`src/rtl/pipe_pkg.sv`:
```
// Shared pipeline definitions: fetch sequencer states, register-zero index and PC width.
package pipe_pkg;

  localparam int unsigned PC_W = 32;
  localparam logic [4:0] REG_ZERO = 5'd0;

  typedef enum logic [1:0] {
    RUN   = 2'd0,
    STALL = 2'd1,
    FLUSH = 2'd2,
    HALT  = 2'd3
  } fetch_state_e;

endpackage

```
`src/rtl/fetch_ctrl_if.sv`:
```
// Pipeline-side hazard/redirect inputs and fetch control outputs of fetch_ctrl.
interface fetch_ctrl_if #(
  parameter int unsigned CNT_W = 32
);
  import pipe_pkg::*;

  logic             ex_mem_pcsrc;
  logic [PC_W-1:0]  ex_mem_npc;
  logic             id_ex_memread;
  logic [4:0]       id_ex_rt;
  logic [4:0]       if_id_rs;
  logic [4:0]       if_id_rt;
  logic             halt_req;
  logic [PC_W-1:0]  pc;
  logic             pc_write;
  logic             if_id_write;
  logic             if_id_flush;
  logic             id_ex_flush;
  logic             ex_mem_flush;
  logic             halted;
  logic [CNT_W-1:0] stall_cnt;
  logic [CNT_W-1:0] flush_cnt;

  modport master (
    output ex_mem_pcsrc, ex_mem_npc, id_ex_memread, id_ex_rt, if_id_rs, if_id_rt, halt_req,
    input  pc, pc_write, if_id_write, if_id_flush, id_ex_flush, ex_mem_flush, halted,
           stall_cnt, flush_cnt
  );

  modport slave (
    input  ex_mem_pcsrc, ex_mem_npc, id_ex_memread, id_ex_rt, if_id_rs, if_id_rt, halt_req,
    output pc, pc_write, if_id_write, if_id_flush, id_ex_flush, ex_mem_flush, halted,
           stall_cnt, flush_cnt
  );

endinterface

```
`src/rtl/hazard_detect.sv`:
```
// Load-use hazard compare between the load in EX and the source registers in ID.
module hazard_detect
  import pipe_pkg::*;
(
  input  logic       id_ex_memread,
  input  logic [4:0] id_ex_rt,
  input  logic [4:0] if_id_rs,
  input  logic [4:0] if_id_rt,
  output logic       load_use
);

  // Loads into r0 never create a dependency.
  assign load_use = id_ex_memread && (id_ex_rt != REG_ZERO) &&
                    ((id_ex_rt == if_id_rs) || (id_ex_rt == if_id_rt));

endmodule

```
`src/rtl/fetch_ctrl.sv`:
```
// Front-end sequencer: owns the PC and resolves redirect/halt/load-use stalls each cycle.
module fetch_ctrl
  import pipe_pkg::*;
#(
  parameter logic [PC_W-1:0] RESET_PC = 32'h0000_0000,
  parameter logic [PC_W-1:0] PC_STEP  = 32'd1,
  parameter int unsigned     CNT_W    = 32
) (
  input  logic      clk,
  input  logic      rst_n,
  fetch_ctrl_if.slave bus
);

  fetch_state_e     state_q, state_d;
  logic [PC_W-1:0]  pc_q, pc_d;
  logic [CNT_W-1:0] stall_cnt_q, flush_cnt_q;
  logic             stall_inc, flush_inc;
  logic             load_use;

  hazard_detect u_hazard_detect (
    .id_ex_memread (bus.id_ex_memread),
    .id_ex_rt      (bus.id_ex_rt),
    .if_id_rs      (bus.if_id_rs),
    .if_id_rt      (bus.if_id_rt),
    .load_use      (load_use)
  );

  always_comb begin
    state_d          = RUN;
    pc_d             = pc_q;
    stall_inc        = 1'b0;
    flush_inc        = 1'b0;
    bus.pc_write     = 1'b0;
    bus.if_id_write  = 1'b0;
    bus.if_id_flush  = 1'b0;
    bus.id_ex_flush  = 1'b0;
    bus.ex_mem_flush = 1'b0;
    case (state_q)
      HALT: state_d = HALT;
      // RUN, STALL, FLUSH and any corrupted encoding share the priority chain.
      default: begin
        if (bus.ex_mem_pcsrc) begin
          bus.pc_write     = 1'b1;
          bus.if_id_write  = 1'b1;
          bus.if_id_flush  = 1'b1;
          bus.id_ex_flush  = 1'b1;
          bus.ex_mem_flush = 1'b1;
          pc_d             = bus.ex_mem_npc;
          flush_inc        = 1'b1;
          state_d          = FLUSH;
        end else if (bus.halt_req) begin
          bus.id_ex_flush = 1'b1;
          state_d         = HALT;
        end else if (load_use) begin
          bus.id_ex_flush = 1'b1;
          stall_inc       = 1'b1;
          state_d         = STALL;
        end else begin
          bus.pc_write    = 1'b1;
          bus.if_id_write = 1'b1;
          pc_d            = pc_q + PC_STEP;
          state_d         = RUN;
        end
      end
    endcase
  end

  always_ff @(posedge clk) begin
    if (!rst_n) begin
      state_q     <= RUN;
      pc_q        <= RESET_PC;
      stall_cnt_q <= '0;
      flush_cnt_q <= '0;
    end else begin
      state_q <= state_d;
      pc_q    <= pc_d;
      if (stall_inc && (stall_cnt_q != '1)) stall_cnt_q <= stall_cnt_q + CNT_W'(1);
      if (flush_inc && (flush_cnt_q != '1)) flush_cnt_q <= flush_cnt_q + CNT_W'(1);
    end
  end

  assign bus.pc        = pc_q;
  assign bus.halted    = (state_q == HALT);
  assign bus.stall_cnt = stall_cnt_q;
  assign bus.flush_cnt = flush_cnt_q;

endmodule

```
`src/flat_wrapper.sv`:
```
// flat-port wrapper written by rule: the top's interface ports become plain ports
module fetch_ctrl_flat import pipe_pkg::*;
#(
  parameter logic [PC_W-1:0] RESET_PC = 32'h0000_0000,
  parameter logic [PC_W-1:0] PC_STEP  = 32'd1,
  parameter int unsigned     CNT_W    = 32
)
  (clk, rst_n, bus_ex_mem_pcsrc, bus_ex_mem_npc, bus_id_ex_memread, bus_id_ex_rt, bus_if_id_rs, bus_if_id_rt, bus_halt_req, bus_pc, bus_pc_write, bus_if_id_write, bus_if_id_flush, bus_id_ex_flush, bus_ex_mem_flush, bus_halted, bus_stall_cnt, bus_flush_cnt);
  fetch_ctrl_if #(.CNT_W(CNT_W)) bus_i ();
  input  logic clk;
  input  logic rst_n;
  input wire logic [$bits(bus_i.ex_mem_pcsrc)-1:0] bus_ex_mem_pcsrc;
  input wire logic [$bits(bus_i.ex_mem_npc)-1:0] bus_ex_mem_npc;
  input wire logic [$bits(bus_i.id_ex_memread)-1:0] bus_id_ex_memread;
  input wire logic [$bits(bus_i.id_ex_rt)-1:0] bus_id_ex_rt;
  input wire logic [$bits(bus_i.if_id_rs)-1:0] bus_if_id_rs;
  input wire logic [$bits(bus_i.if_id_rt)-1:0] bus_if_id_rt;
  input wire logic [$bits(bus_i.halt_req)-1:0] bus_halt_req;
  output wire logic [$bits(bus_i.pc)-1:0] bus_pc;
  output wire logic [$bits(bus_i.pc_write)-1:0] bus_pc_write;
  output wire logic [$bits(bus_i.if_id_write)-1:0] bus_if_id_write;
  output wire logic [$bits(bus_i.if_id_flush)-1:0] bus_if_id_flush;
  output wire logic [$bits(bus_i.id_ex_flush)-1:0] bus_id_ex_flush;
  output wire logic [$bits(bus_i.ex_mem_flush)-1:0] bus_ex_mem_flush;
  output wire logic [$bits(bus_i.halted)-1:0] bus_halted;
  output wire logic [$bits(bus_i.stall_cnt)-1:0] bus_stall_cnt;
  output wire logic [$bits(bus_i.flush_cnt)-1:0] bus_flush_cnt;
  assign bus_i.ex_mem_pcsrc = bus_ex_mem_pcsrc;
  assign bus_i.ex_mem_npc = bus_ex_mem_npc;
  assign bus_i.id_ex_memread = bus_id_ex_memread;
  assign bus_i.id_ex_rt = bus_id_ex_rt;
  assign bus_i.if_id_rs = bus_if_id_rs;
  assign bus_i.if_id_rt = bus_if_id_rt;
  assign bus_i.halt_req = bus_halt_req;
  assign bus_pc = bus_i.pc;
  assign bus_pc_write = bus_i.pc_write;
  assign bus_if_id_write = bus_i.if_id_write;
  assign bus_if_id_flush = bus_i.if_id_flush;
  assign bus_id_ex_flush = bus_i.id_ex_flush;
  assign bus_ex_mem_flush = bus_i.ex_mem_flush;
  assign bus_halted = bus_i.halted;
  assign bus_stall_cnt = bus_i.stall_cnt;
  assign bus_flush_cnt = bus_i.flush_cnt;
  fetch_ctrl #(.RESET_PC(RESET_PC), .PC_STEP(PC_STEP), .CNT_W(CNT_W)) u_core (.clk(clk), .rst_n(rst_n), .bus(bus_i));
endmodule
```
`config.mk`:
```
export PLATFORM = sky130hd
export DESIGN_NAME = fetch_ctrl_flat
export DESIGN_NICKNAME = d
export VERILOG_FILES = /design/src/rtl/pipe_pkg.sv /design/src/rtl/fetch_ctrl_if.sv /design/src/rtl/hazard_detect.sv /design/src/rtl/fetch_ctrl.sv /design/src/flat_wrapper.sv
export SDC_FILE = /design/constraint.sdc
export NUM_CORES = 1
export LEC_CHECK = 0
export ABC_AREA = 1
export CORE_MARGIN = 1.5
export CORE_UTILIZATION = 45
export CTS_CLUSTER_DIAMETER = 50
export DETAILED_ROUTE_END_ITERATION = 10
export HOLD_SLACK_MARGIN = 0.02
export PLACE_DENSITY = 0.78
export SYNTH_ARGS = -nofsm -noshare
export SYNTH_HDL_FRONTEND = slang
export SYNTH_SLANG_ARGS = --single-unit
```
`constraint.sdc`:
```
create_clock -name clk -period 2.8 [get_ports clk]
set_input_delay 0.56 -clock clk [delete_from_list [all_inputs] [get_ports clk]]
set_output_delay 0.56 -clock clk [all_outputs]
set_load 0.02 [all_outputs]
```
Yosys cells after proc, flatten, opt, wreduce, memory -nomap -nowiden
Index checks and enable logic that the tools add are counted.

storage, ports and cells
  input port bits = 52
  bits in registers = 98
  output and inout port bits = 102
  word-level logic and storage cells = 42

cells by class
  reduce and logical (&&, ||, !) cells = 7
  equality and inequality tests = 7
  mux-type cells = 20
  bitwise gates (word level) = 1
  $add $sub $neg = 3

operator list
  cell                     number
  $add A32 B1 Y32 const B  3
  $mux W32                 3
  $ne A32 B32 Y1 const B   2
  $mux W1                  14
  $eq A5 B5 Y1             2
  $mux W2                  3
  $reduce_bool A5 Y1       1
  $logic_and A1 B1 Y1      4
  $ne A2 B2 Y1 const B     2
  $reduce_and A3 Y1        1
  $eq A2 B2 Y1 const B     1
  $logic_or A1 B1 Y1       1
  $not A1 Y1               1

Longest topological paths before layout
Gate-level depths: netlist of run 1.

  depth in word-level cells = 8
  gate-level depth with buffers = 13
  depth with buffers taken out = 12

By module
A second synthesis of run 1 with hierarchy kept.

unflattened totals
  cell total of the unflattened synthesis = 1,144
  area, all modules = 6,681.4 µm²

modules (own cells, without submodules)
  module         area each (µm²)  cells an instance  instances  sequential area each (µm²)
  fetch_ctrl     6,486.2          1,099              1          1,961.9
  hazard_detect  195.2            45                 1          0.0

Worst setup path after synthesis of run 1
No wires, ideal clock.

  path kind = input to output
  start = input bus_ex_mem_pcsrc
  end = output bus_pc_write
  data arrival time = 1.620 ns
  data required time = 2.240 ns
  path buffers = 2
  stages on the path = 6
  slack = 0.620 ns
  cell sequence = buf_2 -> inv_2 -> nor2_2 -> inv_1 -> nand2_1 -> buf_4

on the way
  cells in the longest elaborated chain, start to end = 2

ends and longest elaborated chain
  element               line                RTL
  start: declaration    flat_wrapper.sv:12  input wire logic [$bits(bus_i.ex_mem_pcsrc)-1:0] bus_ex_mem_pcsrc;
  $mux W1 (2 in a row)  --
  end: declaration      flat_wrapper.sv:20  output wire logic [$bits(bus_i.pc_write)-1:0] bus_pc_write;

Every way passes these cells.

Worst setup path after layout of run 1
  start = input bus_id_ex_rt[4]
  end = output bus_if_id_write

on the way
  cells in the longest elaborated chain, start to end = 7
  elaborated cells on any way between the ends = 10
  classes of those cells = eq/ne: 2; mux: 4; reduce/logical: 4

ends and longest elaborated chain
  element                                                           line                                      RTL
  start: declaration                                                flat_wrapper.sv:15                        input wire logic [$bits(bus_i.id_ex_rt)-1:0] bus_id_ex_rt;
  $eq A5 B5 Y1 / $reduce_bool A5 Y1 (equally long branches)         hazard_detect.sv:14, hazard_detect.sv:13
  $logic_or A1 B1 Y1 / $logic_and A1 B1 Y1 (equally long branches)  hazard_detect.sv:14, hazard_detect.sv:13
  $logic_and A1 B1 Y1 *                                             hazard_detect.sv:13                       assign load_use = id_ex_memread && (id_ex_rt != REG_ZERO) &&
  $mux W1 *                                                         fetch_ctrl.sv:54                          end else if (load_use) begin
  $mux W1 *                                                         fetch_ctrl.sv:51                          end else if (bus.halt_req) begin
  $mux W1 *                                                         fetch_ctrl.sv:42                          if (bus.ex_mem_pcsrc) begin
  $mux W1 *                                                         fetch_ctrl.sv:38                          case (state_q)
  end: declaration                                                  flat_wrapper.sv:21                        output wire logic [$bits(bus_i.if_id_write)-1:0] bus_if_id_write;

Mark *: on every way between the ends. The rest lies on a longest branch, timed or not.

==> qor.yml, run 1 <==
outcome:
  status: "completed"
sta:
  worst_pin_slew_ns: 0.538
  fin_setup_tns_ns: 0
  holdWs_ns: 0.518
  fin_crit_sh_pct: 95.5
  finalSetupViolations: 0
  rsz0062_at_grt: "yes"
  slew_headroom_pct: 63.8
  final-hold-violation-count: 0
  slew_viol_final: 0
  fin_crit_ns: 2.67
  max_clock_freq_ghz: 0.374
  skew_ns: 0.00945
power:
  p_leak_nw: 3.40
  power.total_mw: 3.36
  ir_drop_mv: 0.286
  powerDensity_nw_per_um2: 384
detailed_routing:
  firstDrtPassIters: 5
  routedWlPerCell_um: 12.9
  drt_iter0_markers: 410
  num_vias: 7572
  ant_nets: 0
  vias_per_cell: 5.01
  drc: 0
  wirelength_mm: 19.5
yosys:
  synthesis.nets: 1233
  post_synth_xor_area_fraction_pct: 6.09
  synth_fa_ha_area_share_pct: 0.556
  synth_top_family_by_area: "simple AND/OR/NAND/NOR gates"
  synthCells: 1178
  synth-simple-area-share_pct: 47.8
  yosys_warnings: 0
  yosysSeqAreaShare_pct: 29.0
  syn_area_um2: 6750
  syn_avg_cell_area_um2: 5.73
  yosys.area.top_type_share_pct: 29.0
  yosys_register_bits: 98
  synth_top_area_cell: "dfxtp_1"
  synth_compound_area_share_pct: 7.11
  ys_types: 33
  ys_top_cells_by_area: "dfxtp_1 29%, nand2_1 25%, nor2_1 13%, nand3_1 5.8%, inv_1 5.5%"
  synthMuxAreaShare_pct: 0.148
floorplan:
  pin_count: 154
  initial_core_util_pct: 46.3
  rows: 44
  die-area_um2: 15800
  die_w_um: 126
  die_y_um: 126
  coreArea_um2: 14600
setup_path:
  path_class: "input port to output port"
  slowest_stage: "clkdlybuf4s50_1"
  cp_top_family: "buffers and inverters"
  critical_path_cell_count: 10
  r2r-start: "u_core.bus.stall_cnt[0]$_SDFFE_PN0P_"
  r2r_setup_slack_ns: 0.61
  arrival_ns: 2.11
  start_kind: "input port"
  r2r_end: "u_core.bus.stall_cnt[1]$_SDFFE_PN0P_"
  required_ns: 2.24
  cp_num_buf_inv: 5
  cp_slowest_stage_delay_ns: 0.47
  worstPathMaxFanout: 3
  critPathCaptureType: "output port"
  path_cells: "clkdlybuf4s50_1 -> inv_2 -> buf_4 -> nand3_1 -> o21ai_0 -> inv_1 -> nand2_1 -> nand3_1 -> nand2_1 -> dlygate4sd2_1"
  r2r_cells: 10
worst_hold_path:
  min_to: "u_core.bus.stall_cnt[29]$_SDFFE_PN0P_"
  hold_class: "flop to flop"
  min_path_cells: 2
  worstHoldStart: "u_core.bus.stall_cnt[29]$_SDFFE_PN0P_"
place:
  portBuffers: 153
  dp_hpwl_mm: 14.9
  routabilityCongestion: 0.913
clock_network:
  clk_latency_ns: 0.35
  clk_pin_slew_ns: 0.08
  cts_tree: "yes"
  cts_buffers: 9
  clkSinkCount: 98
  post-cts-setup-buffer-count: 0
  postCtsHoldBufs: 0
  ctsHtreeMaxLevel: 3
  cts_resized: 3
  clock_tree.root_cell: "clkbuf_16"
  clockBufferDepth: 2
global_routing:
  met1_usage_pct: 32.3
  grt_antenna_before_repair: 0
  grt_usage_pct: 24.7
  grt_max_degree: 58
  grt_pass1_wl_mm: 32.3
  overflow: 0
  met2_usage_pct: 42.4
  grt_pass1_vias: 6773
  grtUsageMet3_pct: 3.94
  grt-busiest-layer: "met2"
final_layout:
  syn_to_final_growth_pct: 29.4
  antenna_cells: 0
  fin_nets: 1377
  layout-drive-gt1-share_pct: 5.20
  fillers: 1407
run:
  max-cap-violations: 0
metrics by stage:
| step | instance area, um2 | setup WS, ns | util [%] | instances |
|---|---|---|---|---|
| 2_1_floorplan | 6750 | 0.620 | - | 1178 |
| 4_1_cts | 8750 | 0.0397 | 59.9 | 1511 |
| 5_1_grt | 8740 | -0.0788 | 59.9 | 1511 |
| 3_3_place_gp | 8450 | -0.205 | 58.0 | 1495 |
| 3_5_place_dp | 8450 | -0.230 | 58.0 | 1495 |
| 6_report | 8740 | 0.126 | 59.9 | 1511 |
synth_stat cells (all sizes together):
library cell,number
nor2,234
ha,3
a31oi,8
nor3,18
or2,1
nand3b,9
o31ai,2
nand3,79
nand2,453
xor2,30
a21oi,54
o21ai,20
clkinv,1
nand4,7
buf,27
clkbuf,12
xnor2,17
dfxtp,98
inv,104
mux2i,1
report_power, final:
part	leakage (nW)	total, mW	internal, mW	switching, mW
Combinational	2.46	0.599	0.267	0.332
Clock	0.144	1.24	0.648	0.596
Sequential	0.798	1.52	1.44	0.0712
worst max-delay path by stage:
stage | start | endpoint
6_report | bus_id_ex_rt[4] | bus_if_id_write
3_5_place_dp | bus_id_ex_rt[4] | bus_id_ex_flush
4_1_cts | bus_id_ex_rt[4] | bus_id_ex_flush
2_1_floorplan | bus_ex_mem_pcsrc | bus_pc_write
5_1_grt | bus_id_ex_rt[4] | bus_if_id_write
3_3_place_gp | bus_id_ex_rt[4] | bus_id_ex_flush
layout make-up:
class	count	area, um2	area share, %
tap	184	230	2.63
timing repair buffer	172	1690	19.3
clock inverter	6	56.3	0.644
inverter	105	394	4.51
clock buffer	10	239	2.73
multi-input combinational	936	4170	47.7
sequential	98	1960	22.4
routing by layer:
metal / wire length [um] / share of wire, % / vias up
met5: 0 / 0 / -
met1: 8680 / 44 / 3380
met2: 9370 / 48 / 243
li1: - / - / 3930
met4: 285 / 1.5 / 0
met3: 1200 / 6.2 / 19
flip-flops by register name, indices dropped and copies added, names as in the netlist:
name	count
u_core.bus.pc	32
u_core.bus.stall_cnt	32
u_core.state_q	2
u_core.bus.flush_cnt	32
worst reg2reg max path, cell delays in order (launching register included):
cell     delay (ns)
dfxtp_1        0.48
ha_1           0.32
inv_1          0.11
nor2_2         0.18
nand2_1        0.15
nor2_2         0.20
a21oi_2        0.11
nand2_4        0.30
inv_1          0.10
nor2_1         0.10
nor2_1         0.05
logic make-up (layout without fill, tap and decap cells):
family | count (synthesis) | count (layout)
AOI/OAI and AO/OA | 84 | 84
muxes | 1 | 1
and+or+nand+nor | 801 | 801
buffers and inverters | 144 | 293
DFF | 98 | 98
xor gates and xnor gates | 47 | 47
adders and majority gates | 3 | 3
layout by cell type, fill, tap and decap left out:
| cell | n |
|---|---|
| nor3_2 | 3 |
| a21oi_2 | 12 |
| clkbuf_8 | 1 |
| inv_8 | 2 |
| o21ai_0 | 19 |
| nand3b_1 | 9 |
| clkbuf_16 | 9 |
| dfxtp_1 | 98 |
| o21ai_1 | 1 |
| clkinv_4 | 1 |
| inv_2 | 5 |
| inv_1 | 99 |
| nand2_2 | 1 |
| inv_6 | 2 |
| xor2_1 | 30 |
| nor3_1 | 15 |
| nand3_1 | 77 |
| nor2_1 | 227 |
| buf_2 | 1 |
| nand2_1 | 451 |
| clkinv_1 | 1 |
| xnor2_1 | 17 |
| clkinvlp_4 | 1 |
| o31ai_1 | 2 |
| nand2_4 | 1 |
| buf_12 | 2 |
| buf_4 | 17 |
| nor2_2 | 7 |
| or2_2 | 1 |
| clkbuf_2 | 1 |
| nand4_1 | 7 |
| mux2i_1 | 1 |
| dlygate4sd2_1 | 2 |
| a31oi_1 | 8 |
| nand3_2 | 2 |
| a21oi_1 | 42 |
| ha_1 | 3 |
| clkdlybuf4s50_1 | 149 |
(Power assumes the default switching activity.)
==> inputs of run 2 (changes only) <==
- TNS_END_PERCENT: unset -> 5
==> results of run 2 <==
No change in the layout: final DEF, timing and power equal those of run 1.
